<file path="src/rtl/pipe_trace_pkg.sv">
// rtl/pipe_trace_pkg.sv - shared types and constants for the pipeline trace monitor
package pipe_trace_pkg;

    typedef enum logic [1:0] {
        IDLE  = 2'd0,
        ARMED = 2'd1,
        POST  = 2'd2,
        DONE  = 2'd3
    } trace_state_e;

    localparam logic [1:0] TRIG_PC    = 2'd0;
    localparam logic [1:0] TRIG_FLUSH = 2'd1;
    localparam logic [1:0] TRIG_NOW   = 2'd2;

    localparam int TRACE_XLEN = 32;

    typedef struct packed {
        logic [TRACE_XLEN-1:0] pc;
        logic [4:0]            rd;
        logic [TRACE_XLEN-1:0] data;
    } trace_entry_t;

endpackage

</file>
<file path="src/rtl/sat_counter.sv">
// rtl/sat_counter.sv - W-bit event counter that sticks at all-ones, with synchronous clear
module sat_counter #(
    parameter int W = 32
) (
    input  logic         clk,
    input  logic         rst,
    input  logic         clr,
    input  logic         inc,
    output logic [W-1:0] q
);

    localparam logic [W-1:0] ONE = W'(1);

    logic [W-1:0] q_q;
    logic [W-1:0] q_d;

    always_comb begin
        q_d = q_q;
        if (clr) begin
            q_d = '0;
        end else if (inc && (q_q != {W{1'b1}})) begin
            q_d = q_q + ONE;
        end
    end

    always_ff @(posedge clk) begin
        if (rst) begin
            q_q <= '0;
        end else begin
            q_q <= q_d;
        end
    end

    assign q = q_q;

endmodule

</file>
<file path="src/rtl/pipe_trace_monitor.sv">
// rtl/pipe_trace_monitor.sv - writeback trace buffer with trigger and saturating event counters
module pipe_trace_monitor
    import pipe_trace_pkg::*;
#(
    parameter int XLEN      = 32,
    parameter int DEPTH     = 16,
    parameter int POST_TRIG = 8,
    parameter int CNT_W     = 32
) (
    input  logic                     clk,
    input  logic                     rst,
    input  logic                     wb_valid,
    input  logic [XLEN-1:0]          wb_pc,
    input  logic [4:0]               wb_rd,
    input  logic [XLEN-1:0]          wb_data,
    input  logic                     stall,
    input  logic                     flush,
    input  logic [1:0]               forward_a,
    input  logic [1:0]               forward_b,
    input  logic                     arm,
    input  logic [1:0]               trig_mode,
    input  logic [XLEN-1:0]          trig_pc,
    input  logic                     rd_req,
    output logic                     rd_valid,
    output logic [XLEN-1:0]          rd_pc,
    output logic [4:0]               rd_rd,
    output logic [XLEN-1:0]          rd_data,
    output logic [$clog2(DEPTH):0]   entry_cnt,
    output logic [1:0]               state,
    output logic [CNT_W-1:0]         cyc_cnt,
    output logic [CNT_W-1:0]         ret_cnt,
    output logic [CNT_W-1:0]         stall_cnt,
    output logic [CNT_W-1:0]         flush_cnt,
    output logic [CNT_W-1:0]         fwd_cnt
);

    localparam int AW = $clog2(DEPTH);
    localparam int CW = AW + 1;
    localparam logic [AW-1:0] PTR_ONE     = AW'(1);
    localparam logic [CW-1:0] CNT_ONE     = CW'(1);
    localparam logic [CW-1:0] DEPTH_C     = CW'(DEPTH);
    localparam logic [CW-1:0] POST_TRIG_C = CW'(POST_TRIG);

    typedef struct packed {
        logic [XLEN-1:0] pc;
        logic [4:0]      rd;
        logic [XLEN-1:0] data;
    } entry_t;

    trace_state_e   state_q, state_d;
    logic [AW-1:0]  wr_ptr_q, wr_ptr_d;
    logic [AW-1:0]  rd_ptr_q, rd_ptr_d;
    logic [CW-1:0]  cnt_q, cnt_d;
    logic [CW-1:0]  post_q, post_d;
    logic           rd_valid_q, rd_valid_d;
    entry_t         rd_entry_q, rd_entry_d;
    entry_t         mem_q [DEPTH];

    logic   capture;
    logic   cap_wr;
    logic   pop;
    logic   trig_hit;
    entry_t wr_entry;

    assign capture  = !arm && ((state_q == ARMED) || (state_q == POST));
    assign cap_wr   = capture && wb_valid;
    assign pop      = !arm && (state_q == DONE) && rd_req && (cnt_q != '0);
    assign wr_entry = {wb_pc, wb_rd, wb_data};

    always_comb begin
        case (trig_mode)
            TRIG_PC:    trig_hit = wb_valid && (wb_pc == trig_pc);
            TRIG_FLUSH: trig_hit = flush;
            default:    trig_hit = 1'b1;
        endcase
    end

    always_comb begin
        state_d    = state_q;
        wr_ptr_d   = wr_ptr_q;
        rd_ptr_d   = rd_ptr_q;
        cnt_d      = cnt_q;
        post_d     = post_q;
        rd_valid_d = 1'b0;
        rd_entry_d = rd_entry_q;
        if (arm) begin
            wr_ptr_d = '0;
            rd_ptr_d = '0;
            cnt_d    = '0;
            post_d   = '0;
            if ((trig_mode == TRIG_PC) || (trig_mode == TRIG_FLUSH)) begin
                state_d = ARMED;
            end else begin
                state_d = (POST_TRIG == 0) ? DONE : POST;
            end
        end else begin
            // A full buffer drops its oldest entry so the newest always lands.
            if (cap_wr) begin
                wr_ptr_d = wr_ptr_q + PTR_ONE;
                if (cnt_q == DEPTH_C) begin
                    rd_ptr_d = rd_ptr_q + PTR_ONE;
                end else begin
                    cnt_d = cnt_q + CNT_ONE;
                end
            end
            if (pop) begin
                rd_valid_d = 1'b1;
                rd_entry_d = mem_q[rd_ptr_q];
                rd_ptr_d   = rd_ptr_q + PTR_ONE;
                cnt_d      = cnt_q - CNT_ONE;
            end
            case (state_q)
                ARMED: begin
                    if (trig_hit) begin
                        state_d = (POST_TRIG == 0) ? DONE : POST;
                    end
                end
                POST: begin
                    if (cap_wr) begin
                        post_d = post_q + CNT_ONE;
                        if (post_d == POST_TRIG_C) begin
                            state_d = DONE;
                        end
                    end
                end
                default: ;
            endcase
        end
    end

    always_ff @(posedge clk) begin
        if (rst) begin
            state_q    <= IDLE;
            wr_ptr_q   <= '0;
            rd_ptr_q   <= '0;
            cnt_q      <= '0;
            post_q     <= '0;
            rd_valid_q <= 1'b0;
            rd_entry_q <= '0;
        end else begin
            state_q    <= state_d;
            wr_ptr_q   <= wr_ptr_d;
            rd_ptr_q   <= rd_ptr_d;
            cnt_q      <= cnt_d;
            post_q     <= post_d;
            rd_valid_q <= rd_valid_d;
            rd_entry_q <= rd_entry_d;
        end
    end

    // Storage needs no reset; entry_cnt alone defines what is live.
    always_ff @(posedge clk) begin
        if (cap_wr) begin
            mem_q[wr_ptr_q] <= wr_entry;
        end
    end

    sat_counter #(.W(CNT_W)) u_cyc (
        .clk(clk), .rst(rst), .clr(arm), .inc(capture), .q(cyc_cnt)
    );
    sat_counter #(.W(CNT_W)) u_ret (
        .clk(clk), .rst(rst), .clr(arm), .inc(capture && wb_valid), .q(ret_cnt)
    );
    sat_counter #(.W(CNT_W)) u_stall (
        .clk(clk), .rst(rst), .clr(arm), .inc(capture && stall), .q(stall_cnt)
    );
    sat_counter #(.W(CNT_W)) u_flush (
        .clk(clk), .rst(rst), .clr(arm), .inc(capture && flush), .q(flush_cnt)
    );
    sat_counter #(.W(CNT_W)) u_fwd (
        .clk(clk), .rst(rst), .clr(arm),
        .inc(capture && ((forward_a != 2'd0) || (forward_b != 2'd0))), .q(fwd_cnt)
    );

    assign state     = state_q;
    assign entry_cnt = cnt_q;
    assign rd_valid  = rd_valid_q;
    assign rd_pc     = rd_entry_q.pc;
    assign rd_rd     = rd_entry_q.rd;
    assign rd_data   = rd_entry_q.data;

endmodule

</file>
<file path="config.mk">
export PLATFORM = sky130hd
export DESIGN_NAME = pipe_trace_monitor
export DESIGN_NICKNAME = d
export VERILOG_FILES = /design/src/rtl/pipe_trace_pkg.sv /design/src/rtl/sat_counter.sv /design/src/rtl/pipe_trace_monitor.sv
export SDC_FILE = /design/constraint.sdc
export NUM_CORES = 2
export LEC_CHECK = 0
export BUFFER_PORTS_ARGS = -buffer_cell sky130_fd_sc_hd__buf_2
export CAP_MARGIN = 20
export CORE_UTILIZATION = 35
export CTS_CLUSTER_DIAMETER = 120
export DETAILED_ROUTE_END_ITERATION = 16
export PLACE_DENSITY = 0.61
export SETUP_SLACK_MARGIN = 0.05
export SLEW_MARGIN = 20
export SYNTH_ARGS = -nofsm -noshare
export SYNTH_HDL_FRONTEND = slang
export SYNTH_SLANG_ARGS = --single-unit
</file>
<file path="constraint.sdc">
create_clock -name clk -period 15.6 [get_ports clk]
set_input_delay 2.34 -clock clk [delete_from_list [all_inputs] [get_ports clk]]
set_output_delay 2.34 -clock clk [all_outputs]
set_load 0.03 [all_outputs]
</file>
Word level (Yosys, flattened, before mapping)
Memories as Yosys holds them, arrays and structs flattened. A register that Yosys moved wholly into a read port is not among the register bits.
Index checks and enable logic that the tools add are counted.
Widths: inputs -> output; s select.
{"block": "totals", "reg_bits": 181, "mem_bits_rw": 1104, "output_inout_bits": 237, "wordCells": 86, "mem_count": 1}
{"block": "classes", "add_sub_neg": 10, "n_eq_ne": 16, "mux": 16, "bitwise": 1, "n_reduce_logical": 31}
{"name": "mem_q", "depth": 16, "word_bits": 69, "read_ports": 1, "rd_ports_with_merged_regs": 1, "write_ports": 1, "line": "pipe_trace_monitor.sv:57", "source": "entry_t mem_q [DEPTH];"}
{"operator": "$add 32x1->32 const B", "n": 5}
{"operator": "$ne 32x32->1 const B", "n": 5}
{"operator": "$eq 32x32->1", "n": 1}
{"operator": "$mux 5", "n": 3}
{"operator": "$logic_and 1x1->1", "n": 14}
{"operator": "$mux 4", "n": 3}
{"operator": "$add 5x1->5 const B", "n": 2}
{"operator": "$mux 2", "n": 5}
{"operator": "$add 4x1->4 const B", "n": 2}
{"operator": "$reduce_and 2->1", "n": 4}
{"operator": "$reduce_bool 2->1", "n": 4}
{"operator": "$ne 3x2->1 const B", "n": 2}
{"operator": "$eq 5x4->1 const B", "n": 1}
{"operator": "$eq 5x5->1 const B", "n": 1}
{"operator": "$reduce_bool 5->1", "n": 1}
{"operator": "$sub 5x1->5 const B", "n": 1}
{"operator": "$eq 2x1->1 const B", "n": 2}
{"operator": "$eq 2x2->1 const B", "n": 2}
{"operator": "$pmux 2 s2", "n": 1}
{"operator": "$reduce_and 4->1", "n": 1}
{"operator": "$logic_or 1x1->1", "n": 3}
{"operator": "$mux 1", "n": 3}
{"operator": "$ne 3x3->1 const B", "n": 1}
{"operator": "$reduce_bool 3->1", "n": 1}
{"operator": "other kinds (6)", "n": 6}

Longest topological paths before layout
{"block": "logic_depth", "word_depth": 7, "ltp_mapped": 14, "ltp_nobuf": 11}

Cells and area by module
From an unflattened synthesis, not the netlist that was laid out.
{"block": "unflattened", "hier_cells": 3041, "area_unflattened_um2": 53535.1}
{"mod": "pipe_trace_monitor", "instances": 1, "cells_per_inst": 2051, "area_per_inst_um2": 45433.6, "seq_area_each_um2": 34953.5}
{"mod": "sat_counter", "instances": 5, "cells_per_inst": 198, "area_per_inst_um2": 1620.3, "seq_area_each_um2": 640.6}

Worst setup path before layout
No wires, ideal clock.
{"block": "synth_timing", "kind": "input to register", "startpoint": "input arm", "endpoint": "memory mem_q[3][0] (netlist name) (enable)", "setup_ns": 0.581, "arrival_time_ns": 7.681, "required_time_ns": 15.019, "slack_ns": 7.338, "path_stages": 5, "path_buffers": 2, "path_cell_list": "buf_2 > nor3b_2 > buf_4 > nand2_1 > nor3_1"}
{"block": "synth_via", "elab_chain_len": 5}
{"item": "start, declared", "line": "pipe_trace_monitor.sv:20", "source": "input logic arm,"}
{"item": "$logic_not 1->1", "line": "pipe_trace_monitor.sv:65", "source": "assign capture = !arm && ((state_q == ARMED) || (state_q == POST));"}
{"item": "$logic_and 1x1->1", "line": "pipe_trace_monitor.sv:65"}
{"item": "$logic_and 1x1->1", "line": "pipe_trace_monitor.sv:66", "source": "assign cap_wr = capture && wb_valid;"}
{"item": "$mux 1", "line": "pipe_trace_monitor.sv:153", "source": "if (cap_wr) begin"}
{"item": "$mux 1 (implied by the code)", "line": "pipe_trace_monitor.sv:154", "source": "mem_q[wr_ptr_q] <= wr_entry;"}
{"item": "end, declared", "line": "pipe_trace_monitor.sv:57"}
No other way between the ends.

==> metrics.txt <==
startpoint class of the critical path=register; worst slew pin tran=1.09 ns; max_cap viols=0; Die W=391 µm; Gates resized, CTS repair=0; Final WS setup=10.75 ns; fillers=13,400; power per cell area=122 nW/µm²; Clk pwr share=46.4%; part of the power in combinational logic=1.9%; top fanout value on the critical path=103; 1st-iter DRT viols=2,332; antenna violations before repair=25; Num CTS Buffers=145; clock sink count=1,354; Peak VDD IR=0.109 mV; Ys Warns=0; HPWL Detailed=81.2 mm; post-DR vias/cell=5.19; Fmax=206 MHz; vias=28,400; Setup Buffers After CTS=0; Clock Skews=0.0546 ns; CTS tree=done; area of the core=150,000 µm²; most frequent cells in the layout=1,104 x edfxtp_1, 349 x buf_2, 345 x mux4_2; Synth Area per Inst=18.1 µm²; RD Place Congestion=0.797; outcome=finished, final reports clean; H-tree depth=4; final WL=136 mm; Initial Util=35.4%; Async SR Flop Fraction=0%; I/O pin count=351; Clock Path Buffers=3; FF-to-FF Start=rd_ptr_q[0]; synthesized area=53,100 µm²; setup TNS=0 ns; Period minus WS final=4.85 ns; sequential element share of the synthesized area=71.9%; Die Y=391 µm; Port Buffers=350; TritonRoute pass-1 iters=5; reg2reg path depth=7; dpl ws=10.05 ns; vias in the first global route=28,300; most common cell after layout, fill and taps aside=edfxtp_1; final setup vio count=0; Final Hold Viols=0; Worst-path clk slew=0.06 ns; Reg power frac=51.7%; kind of end point of the critical path=register; area grow syn2layout=17.2%; RSZ-0062 raised after global routing=false; drt wl/cell=24.8 µm; EDFF count, synth=1,104; Leak=19.8 nW; root buf cell=clkbuf_16; hold endpoint=rd_pc[8]; antenna violation net count after detailed routing=0; Syn Inst Count=2,941; cell row count=142; sw power=1.58 mW; R2R Path End=rd_data[8]; Netlist cell types=72; Worst EP required=16.23 ns; die area=153,000 µm²; hold bufs inserted after CTS=0; Arrival @ worst endpoint=5.48 ns; GRT Residual Overflow=0; Main synth FF type=edfxtp_1; Clock Latency Late Sink=0.80 ns; drt drc=0; worst hold path class=register to register; largest net degree at the start of global routing=151; synthesized flop and latch total=1,354; Slew Limit Fails=0; Hold Startpoint=rd_pc[8]; first-pass GRT wire length=197 mm; Nets=3,467; final critical-path share of the clock period=31.1%; Max transition margin=26.9%; Cells on Worst Hold Path=2; Int Pwr=5.99 mW; layout cells sized above 1=29.2%; GRT Overall Usage=17.7%; WS Path Type=register to register; Switching Fraction=20.9%; R2R setup slack=10.75 ns; Syn Nets=3,074
Yosys cell counts, drive strengths merged (5+ instances only):
library cell  count  area share, %
mux4            345             15
nand2           219            1.6
ha               18           0.42
or3              17           0.20
xnor2            56           0.92
inv              21           0.15
nor2            201            1.4
and4             24           0.40
dfxtp           250            9.4
edfxtp         1104             62
buf              68           0.76
a21oi            95           0.90
nor4             28           0.47
nor3b             7           0.14
o21ai            18           0.17
clkbuf           74           0.53
and3             25           0.29
nor3             35           0.35
nand4            76           0.96
nand3            63           0.60
and2             16           0.19
or2               5          0.059
xor2            127            2.1
critical path: stages (launching register included):
cell and delay (ns):
dfxtp_4 0.82, buf_4 0.87, buf_12 0.68, buf_4 0.86, mux4_2 0.61, mux4_2 0.47
nand2_1 0.09, a21oi_1 0.08
state kept, by name, indices dropped and copies added, names as in the netlist, 32 cells and up:
name,count
rd_data,32
u_fwd.q,32
u_ret.q,32
u_flush.q,32
u_stall.q,32
rd_pc,32
u_cyc.q,32
mem_q,1104
per-stage QoR:
stage,instance area [µm²],power (mW),utilization (%),hold WS (ns),cells
after floorplan,53100,4.04,-,0.478,2941
after global placement,57100,4.14,38.0,0.443,5199
after detailed placement,57100,4.14,38.0,0.446,5199
after CTS,62100,7.66,41.4,0.453,5466
after global routing,62200,7.81,41.4,0.475,5471
final,62200,7.58,41.4,0.452,5479
power by group through the flow:
stage,clock (mW),sequential (mW),combinational [mW]
global placement,0,3.99,0.146
finish,3.52,3.92,0.145
detailed placement,0,3.99,0.148
CTS,3.59,3.91,0.148
floorplan,0,4.00,0.0484
global route,3.74,3.91,0.157
area by class of cell:
class / instances / area [µm²] / share of cell area (%)
flip-flops and latches: 1354 / 38200 / 61.3
multi-input cells: 1424 / 14300 / 23.0
clock buffers: 194 / 4030 / 6.48
well taps: 2016 / 2520 / 4.05
repair buffers: 388 / 2130 / 3.43
clock inverters: 73 / 945 / 1.52
inverters: 21 / 81.3 / 0.131
diodes: 9 / 22.5 / 0.0362
worst max path at each step:
stage,slack (ns),from,endpoint,cells after the start
2_1_floorplan,7.34,arm,mem_q[3][0],5
4_1_cts,10.51,rd_ptr_q[0],rd_data[9],7
5_1_grt,10.22,rd_ptr_q[0],rd_data[8],7
3_3_place_gp,10.08,arm,mem_q[11][8],6
3_5_place_dp,10.05,arm,mem_q[11][5],6
6_report,10.75,rd_ptr_q[0],rd_data[8],7
kinds of logic (layout without fill, tap and decap cells):
kind of cell	after synthesis	after routing	synth area share (%)
buffers and inverters	163	676	1.43
other	0	9	0
and+or+nand+nor	733	733	6.93
xor gates and xnor gates	183	183	3.02
DFF	1354	1354	71.9
AOI/OAI and AO/OA	140	140	1.58
adders and majority gates	19	19	0.462
muxes	349	349	14.7
routing by layer:
layer | share of wire [%] | track usage (%) | wire [µm] | vias to the layer above
met5 | 0.073 | 0 | 99 | -
met1 | 43 | 24.3 | 58100 | 14700
met4 | 1.8 | 4.45 | 2470 | 18
met3 | 8.1 | 4.33 | 11000 | 207
met2 | 47 | 28.2 | 64200 | 1020
li1 | - | - | - | 12500
Power figures use the tool's default switching activity.
